===== config.mk =====
export PLATFORM = sky130hd
export DESIGN_NAME = rr_grant_index_gen_flat
export DESIGN_NICKNAME = d
export VERILOG_FILES = /design/src/rtl/rr_grant_index_gen_pkg.sv /design/src/rtl/rr_grant_index_gen_if.sv /design/src/rtl/rr_grant_index_gen_pick.sv /design/src/rtl/rr_grant_index_gen.sv /design/src/flat_wrapper.sv
export SDC_FILE = /design/constraint.sdc
export NUM_CORES = 1
export LEC_CHECK = 0
export ABC_CLOCK_PERIOD_IN_PS = 6000
export BUFFER_PORTS_ARGS = -buffer_cell sky130_fd_sc_hd__buf_2
export CAP_MARGIN = 10
export CORE_MARGIN = 2
export CORE_UTILIZATION = 34
export CTS_CLUSTER_DIAMETER = 30
export DETAILED_ROUTE_END_ITERATION = 10
export PLACE_DENSITY_LB_ADDON = 0.2
export SLEW_MARGIN = 0
export SYNTH_ARGS = -nofsm -noshare
export SYNTH_HDL_FRONTEND = slang
export SYNTH_SLANG_ARGS = --single-unit

===== constraint.sdc =====
create_clock -name clk -period 6 [get_ports clk]
set_clock_uncertainty 0.1 [all_clocks]
set_input_delay 0.6 -clock clk [delete_from_list [all_inputs] [get_ports clk]]
set_output_delay 0.6 -clock clk [all_outputs]
set_load 0.01 [all_outputs]

===== src/rtl/rr_grant_index_gen_pkg.sv =====
// arb_pkg: shared types and helpers for the rr_grant_index_gen arbiter slice.
//   arb_state_t : arbiter FSM states (IDLE, GRANT, GAP)
//   N_REQ/IDX_W : requester count and grant index width (fixed at 16 / 4)
//   pick_t      : {found, idx} result of a round-robin pick
//   rr_pick()   : masked priority pick starting at ptr, wrapping to 0
package arb_pkg;

    localparam int unsigned N_REQ = 16;
    localparam int unsigned IDX_W = 4;

    typedef enum logic [1:0] {
        IDLE,
        GRANT,
        GAP
    } arb_state_t;

    typedef struct packed {
        logic             found;
        logic [IDX_W-1:0] idx;
    } pick_t;

    // Masking bits below ptr and taking the lowest set bit gives the scan
    // order ptr..15; falling back to the unmasked vector covers 0..ptr-1.
    function automatic pick_t rr_pick(input logic [N_REQ-1:0] req,
                                      input logic [IDX_W-1:0] ptr);
        logic [N_REQ-1:0] mask;
        logic [N_REQ-1:0] src;
        logic             hit;
        pick_t            res;
        mask      = {N_REQ{1'b1}} << ptr;
        src       = (|(req & mask)) ? (req & mask) : req;
        hit       = 1'b0;
        res.found = |req;
        res.idx   = '0;
        for (int unsigned i = 0; i < N_REQ; i++) begin
            if (src[i] && !hit) begin
                hit     = 1'b1;
                res.idx = IDX_W'(i);
            end
        end
        return res;
    endfunction

endpackage


===== src/rtl/rr_grant_index_gen_if.sv =====
// Arbiter bus: request side (arb_en, req, rel) and grant side
// (grant_idx, grant_vld, rr_ptr, timeout).
//   master : requester/environment side, drives requests
//   slave  : arbiter side, drives grant outputs
interface rr_grant_index_gen_if;
    import arb_pkg::*;

    logic             arb_en;
    logic [N_REQ-1:0] req;
    logic             rel;
    logic [IDX_W-1:0] grant_idx;
    logic             grant_vld;
    logic [IDX_W-1:0] rr_ptr;
    logic             timeout;

    modport master (
        output arb_en, req, rel,
        input  grant_idx, grant_vld, rr_ptr, timeout
    );

    modport slave (
        input  arb_en, req, rel,
        output grant_idx, grant_vld, rr_ptr, timeout
    );

endinterface


===== src/rtl/rr_grant_index_gen_pick.sv =====
// rr_priority_pick: combinational round-robin priority encoder.
//   req_i   : request vector
//   ptr_i   : highest-priority index
//   found_o : at least one request set
//   idx_o   : first set index scanning ptr_i upward with wrap
module rr_priority_pick
    import arb_pkg::*;
(
    input  logic [N_REQ-1:0] req_i,
    input  logic [IDX_W-1:0] ptr_i,
    output logic             found_o,
    output logic [IDX_W-1:0] idx_o
);

    pick_t pick;

    always_comb begin
        pick    = rr_pick(req_i, ptr_i);
        found_o = pick.found;
        idx_o   = pick.idx;
    end

endmodule


===== src/rtl/rr_grant_index_gen.sv =====
// rr_grant_index_gen: 16-way round-robin arbiter producing a registered
// binary grant index + valid for a downstream 4-to-16 one-hot decoder.
//   clk  : rising-edge clock
//   rst  : asynchronous active-high reset
//   bus  : rr_grant_index_gen_if.slave (arb_en, req, rel in;
//          grant_idx, grant_vld, rr_ptr, timeout out)
// Optional macro ARB_TIMEOUT_EN adds a hold counter that forces release
// after MAX_HOLD GRANT cycles; otherwise timeout is tied low.
module rr_grant_index_gen
    import arb_pkg::*;
#(
`ifdef ARB_TIMEOUT_EN
    parameter int unsigned MAX_HOLD = 64
`endif
) (
    input  logic                 clk,
    input  logic                 rst,
    rr_grant_index_gen_if.slave  bus
);

    arb_state_t       state_q, state_d;
    logic [IDX_W-1:0] grant_idx_q, grant_idx_d;
    logic             grant_vld_q, grant_vld_d;
    logic [IDX_W-1:0] rr_ptr_q, rr_ptr_d;
    logic             pick_found;
    logic [IDX_W-1:0] pick_idx;
    logic             release_req;

`ifdef ARB_TIMEOUT_EN
    localparam int unsigned HOLD_W = $clog2(MAX_HOLD + 1);
    logic [HOLD_W-1:0] hold_cnt_q, hold_cnt_d;
    logic              timeout_q, timeout_d;
`endif

    rr_priority_pick u_pick (
        .req_i   (bus.req),
        .ptr_i   (rr_ptr_q),
        .found_o (pick_found),
        .idx_o   (pick_idx)
    );

    always_ff @(posedge clk or posedge rst) begin
        if (rst) begin
            state_q     <= IDLE;
            grant_idx_q <= '0;
            grant_vld_q <= 1'b0;
            rr_ptr_q    <= '0;
`ifdef ARB_TIMEOUT_EN
            hold_cnt_q  <= '0;
            timeout_q   <= 1'b0;
`endif
        end else begin
            state_q     <= state_d;
            grant_idx_q <= grant_idx_d;
            grant_vld_q <= grant_vld_d;
            rr_ptr_q    <= rr_ptr_d;
`ifdef ARB_TIMEOUT_EN
            hold_cnt_q  <= hold_cnt_d;
            timeout_q   <= timeout_d;
`endif
        end
    end

    always_comb begin
        state_d     = state_q;
        grant_idx_d = grant_idx_q;
        grant_vld_d = grant_vld_q;
        rr_ptr_d    = rr_ptr_q;
`ifdef ARB_TIMEOUT_EN
        hold_cnt_d  = hold_cnt_q;
        timeout_d   = 1'b0;
`endif
        // Owner withdrawing its request counts the same as an explicit release.
        release_req = bus.rel || !bus.req[grant_idx_q];

        case (state_q)
            IDLE: begin
                grant_vld_d = 1'b0;
                if (bus.arb_en && pick_found) begin
                    grant_idx_d = pick_idx;
                    grant_vld_d = 1'b1;
                    state_d     = GRANT;
`ifdef ARB_TIMEOUT_EN
                    hold_cnt_d  = '0;
`endif
                end
            end
            GRANT: begin
                if (release_req) begin
                    grant_vld_d = 1'b0;
                    rr_ptr_d    = grant_idx_q + IDX_W'(1);
                    state_d     = GAP;
                end
`ifdef ARB_TIMEOUT_EN
                // Release wins over a coincident expiry, so timeout only
                // fires when nothing else ended the grant.
                else if (hold_cnt_q == HOLD_W'(MAX_HOLD - 1)) begin
                    grant_vld_d = 1'b0;
                    rr_ptr_d    = grant_idx_q + IDX_W'(1);
                    state_d     = GAP;
                    timeout_d   = 1'b1;
                end else begin
                    hold_cnt_d  = hold_cnt_q + HOLD_W'(1);
                end
`endif
            end
            GAP: begin
                grant_vld_d = 1'b0;
                state_d     = IDLE;
            end
            default: begin
                grant_vld_d = 1'b0;
                state_d     = IDLE;
            end
        endcase
    end

    assign bus.grant_idx = grant_idx_q;
    assign bus.grant_vld = grant_vld_q;
    assign bus.rr_ptr    = rr_ptr_q;
`ifdef ARB_TIMEOUT_EN
    assign bus.timeout   = timeout_q;
`else
    assign bus.timeout   = 1'b0;
`endif

endmodule


===== src/flat_wrapper.sv =====
// flat-port wrapper written by rule: the top's interface ports become plain ports
module rr_grant_index_gen_flat import arb_pkg::*;
  (clk, rst, bus_arb_en, bus_req, bus_rel, bus_grant_idx, bus_grant_vld, bus_rr_ptr, bus_timeout);
  rr_grant_index_gen_if bus_i ();
  input  logic clk;
  input  logic rst;
  input wire logic [$bits(bus_i.arb_en)-1:0] bus_arb_en;
  input wire logic [$bits(bus_i.req)-1:0] bus_req;
  input wire logic [$bits(bus_i.rel)-1:0] bus_rel;
  output wire logic [$bits(bus_i.grant_idx)-1:0] bus_grant_idx;
  output wire logic [$bits(bus_i.grant_vld)-1:0] bus_grant_vld;
  output wire logic [$bits(bus_i.rr_ptr)-1:0] bus_rr_ptr;
  output wire logic [$bits(bus_i.timeout)-1:0] bus_timeout;
  assign bus_i.arb_en = bus_arb_en;
  assign bus_i.req = bus_req;
  assign bus_i.rel = bus_rel;
  assign bus_grant_idx = bus_i.grant_idx;
  assign bus_grant_vld = bus_i.grant_vld;
  assign bus_rr_ptr = bus_i.rr_ptr;
  assign bus_timeout = bus_i.timeout;
  rr_grant_index_gen u_core (.clk(clk), .rst(rst), .bus(bus_i));
endmodule

==> reports/qor.yml <==
outcome:
  status: "finished, final reports clean"
logic_synthesis:
  synth_top_family_by_area: "compound AO/OA/AOI/OAI gates"
  synth_xor_area_frac: 0.01311
  synth_ff_type: "dfrtp_1"
  seq_area_frac_synth: 0.2060
  ys_ff_latch: 11
  synthSimpleGateAreaFrac: 0.2097
  synth.area.mux_share: 0.08427
  yosys_warnings: 0
  synth_area_um2: 1336
  yosys.area.top_type: "dfrtp_1"
  synthCells: 167
  synth_edf_count: 0
  synth-compound-area-share: 0.3895
  synth_area_leaders: "dfrtp_1 (21%), mux4_2 (8.4%), nor2_1 (6.7%)"
  synth-adder-area-share: 0.009363
  syn-num-nets: 188
  async_flop_share: 1.000
  synth.distinct_cells: 55
  synth_top_cell_area_share: 0.2060
  syn_area_per_cell_um2: 8.002
clocking:
  numCtsBuffers: 3
  clk_pin_slew_worst_paths_ps: 50
  cts_root_buffer: "clkbuf_8"
  postCtsHoldBufs: 0
  postCtsSetupBuffers: 0
  htreeDepth: 1
  cts_num_sinks: 11
  clk-insertion-delay-late_ps: 240
  clk_path_buf_depth: 2
  ctsResizeCount: 0
  cts_tree: "done"
setup_path:
  path_delay_family: "compound AO/OA/AOI/OAI gates"
  critPathArrivalTime_ps: 2960
  max_stage_delay_ps: 750
  cp_cell_sequence: "nor2_1 -> a311oi_2 -> o221a_2 -> and3_1 -> o21ai_1 -> a2111oi_2 -> o211ai_1 -> a41oi_1"
  crit_path_end_kind: "register"
  worstPathRequired_ps: 6040
  crit_fanout: 15
  crit_buf_inv: 0
  crit_type: "reg -> reg"
  setup.worst_path.start_class: "register"
  crit_path_top_delay_cell: "dfrtp_1"
timing:
  min_period_over_period: 0.4864
  finalCriticalPeriod_ps: 2919
  hold_violations: 0
  fmax_mhz: 342.6
  drv_slew: 0
  worstMarginPinSlew_ps: 638.0
  finalSetupTns_ps: 0
  rsz0062_at_grt: "false"
  relSlewSlack: 0.5747
  setup_violations: 0
die:
  io_pins: 30
  dieArea_um2: 4448
  die_y_um: 66.69
  dieWidth_um: 66.69
  start_util: 0.3596
  rows: 22
  core-area_um2: 3716
routing:
  antenna_left: 0
  viasPerCell: 6.251
  wl_mm: 4.402
  first_pass_iters: 4
  dr_total_vias: 1494
  drt_iter0_drc: 165
  route.detailed.drc: 0
  avgRoutedWirePerCell_um: 18.42
grt:
  track_usage: 0.2143
  grt_pass1_wl_mm: 7.258
  first_global_vias: 1444
  grt_overflow_total: 0
  grt_max_degree: 16
  antenna_found_initial: 0
cells_and_area:
  diodes: 0
  nets: 213
  area_delta_synth_final_pct: 13.30
  n_fill_cell: 397
  drive_above_1_share: 0.2618
  final_cells: 239
power_and_ir_drop:
  ir_worst_vdd_v: 0.0001214
  p_per_area_nw_per_um2: 433.2
  p_leak_nw: 0.6052
job:
  maxCapViolations: 0
placement:
  placement.io_buffers: 28
  placed_cells: 235
  dpl.hpwl_mm: 3.383
  gp_congestion: 0.9861
hold_path:
  hold_class: "in -> async"
flip-flops by register name, indices dropped and copies added (netlist names):
name and count:
u_core.bus.grant_idx 4, u_core.state_q 2, u_core.bus.grant_vld 1, u_core.bus.rr_ptr 4
cell families (layout without fill, tap and decap cells):
family / Yosys count / count (layout)
AO/OA/AOI/OAI: 72 / 72
AND/OR/NAND/NOR: 56 / 56
buffers and inverters: 19 / 43
flip-flops: 11 / 11
multiplexers: 5 / 5
XOR/XNOR: 2 / 2
adder cells (fa/ha/maj): 1 / 1
other: 1 / 1
stage by stage:
step	hold WS [ps]	setup WS (ps)	power (mW)	utilization	area, um^2
5_1_grt	278.3	2925	0.7121	0.4074	1514
2_1_floorplan	352.4	3552	0.4790	-	1336
6_report	249.7	3081	0.6558	0.4074	1514
3_5_place_dp	425.4	3161	0.5791	0.3953	1469
3_3_place_gp	425.3	3243	0.5746	0.3953	1469
4_1_cts	262.4	3134	0.6555	0.4074	1514
power by group:
part,leakage (nW),internal [mW],switching (mW),total (mW)
Clock,0.0228,0.0465,0.0259,0.0724
Sequential,0.137,0.107,0.0948,0.202
Combinational,0.445,0.173,0.208,0.381
Total,0.605,0.327,0.329,0.656
Yosys cell counts (3+ instances only):
master	n
o21a_1	4
o211ai_1	3
nand2_1	14
buf_6	3
o21ai_0	13
buf_4	4
a21oi_1	16
o21ai_1	4
nor2_1	24
dfrtp_1	11
o221ai_1	3
nand3_1	5
mux4_2	5
inv_1	9
per-layer routing:
layer  up-vias  track usage  routed length [um]
met1       688       0.2911                1716
met5         -            0                   0
met4         0      0.04592                  91
li1        685            -                   -
met3        11      0.04223                 513
met2       110       0.3513                2081
worst paths after layout:
| kind | cells past startpoint | startpoint | endpoint | slack, ps |
|---|---|---|---|---|
| min in group clk | 2 | u_core.bus.grant_vld$_DFFE_PP0P_ | u_core.bus.grant_vld$_DFFE_PP0P_ | 440 |
| max in group asynchronous | 2 | rst | u_core.bus.grant_idx[3]$_DFFE_PP0P_ | 5250 |
| min | 2 | rst | u_core.state_q[1]$_DFFE_PP0P_ | 250 |
| max | 8 | u_core.bus.rr_ptr[2]$_DFFE_PP0P_ | u_core.bus.grant_idx[0]$_DFFE_PP0P_ | 3080 |
| min reg2reg | 2 | u_core.bus.grant_vld$_DFFE_PP0P_ | u_core.bus.grant_vld$_DFFE_PP0P_ | 440 |
| max reg2reg | 8 | u_core.bus.rr_ptr[2]$_DFFE_PP0P_ | u_core.bus.grant_idx[0]$_DFFE_PP0P_ | 3080 |
cell type report:
| type | count | area (um^2) | area share |
|---|---|---|---|
| multi-input combinational | 137 | 947.2 | 0.6256 |
| sequential | 11 | 275.3 | 0.1818 |
| timing repair buffer | 28 | 140.1 | 0.09256 |
| tap | 48 | 60.06 | 0.03967 |
| inverter | 11 | 46.29 | 0.03058 |
| clock buffer | 4 | 45.04 | 0.02975 |
cells in the final DEF, fill, tap and decap left out, drive strengths merged, types with 4 or more instances in the layout:
cell | netlist | layout
buf | 7 | 28
nor2 | 24 | 24
o21ai | 18 | 18
a21oi | 17 | 17
nand2 | 14 | 14
dfrtp | 11 | 11
inv | 10 | 10
nand3 | 6 | 6
mux4 | 5 | 5
o21a | 4 | 4
clkbuf | 1 | 4
Power figures use the tool's default switching activity.
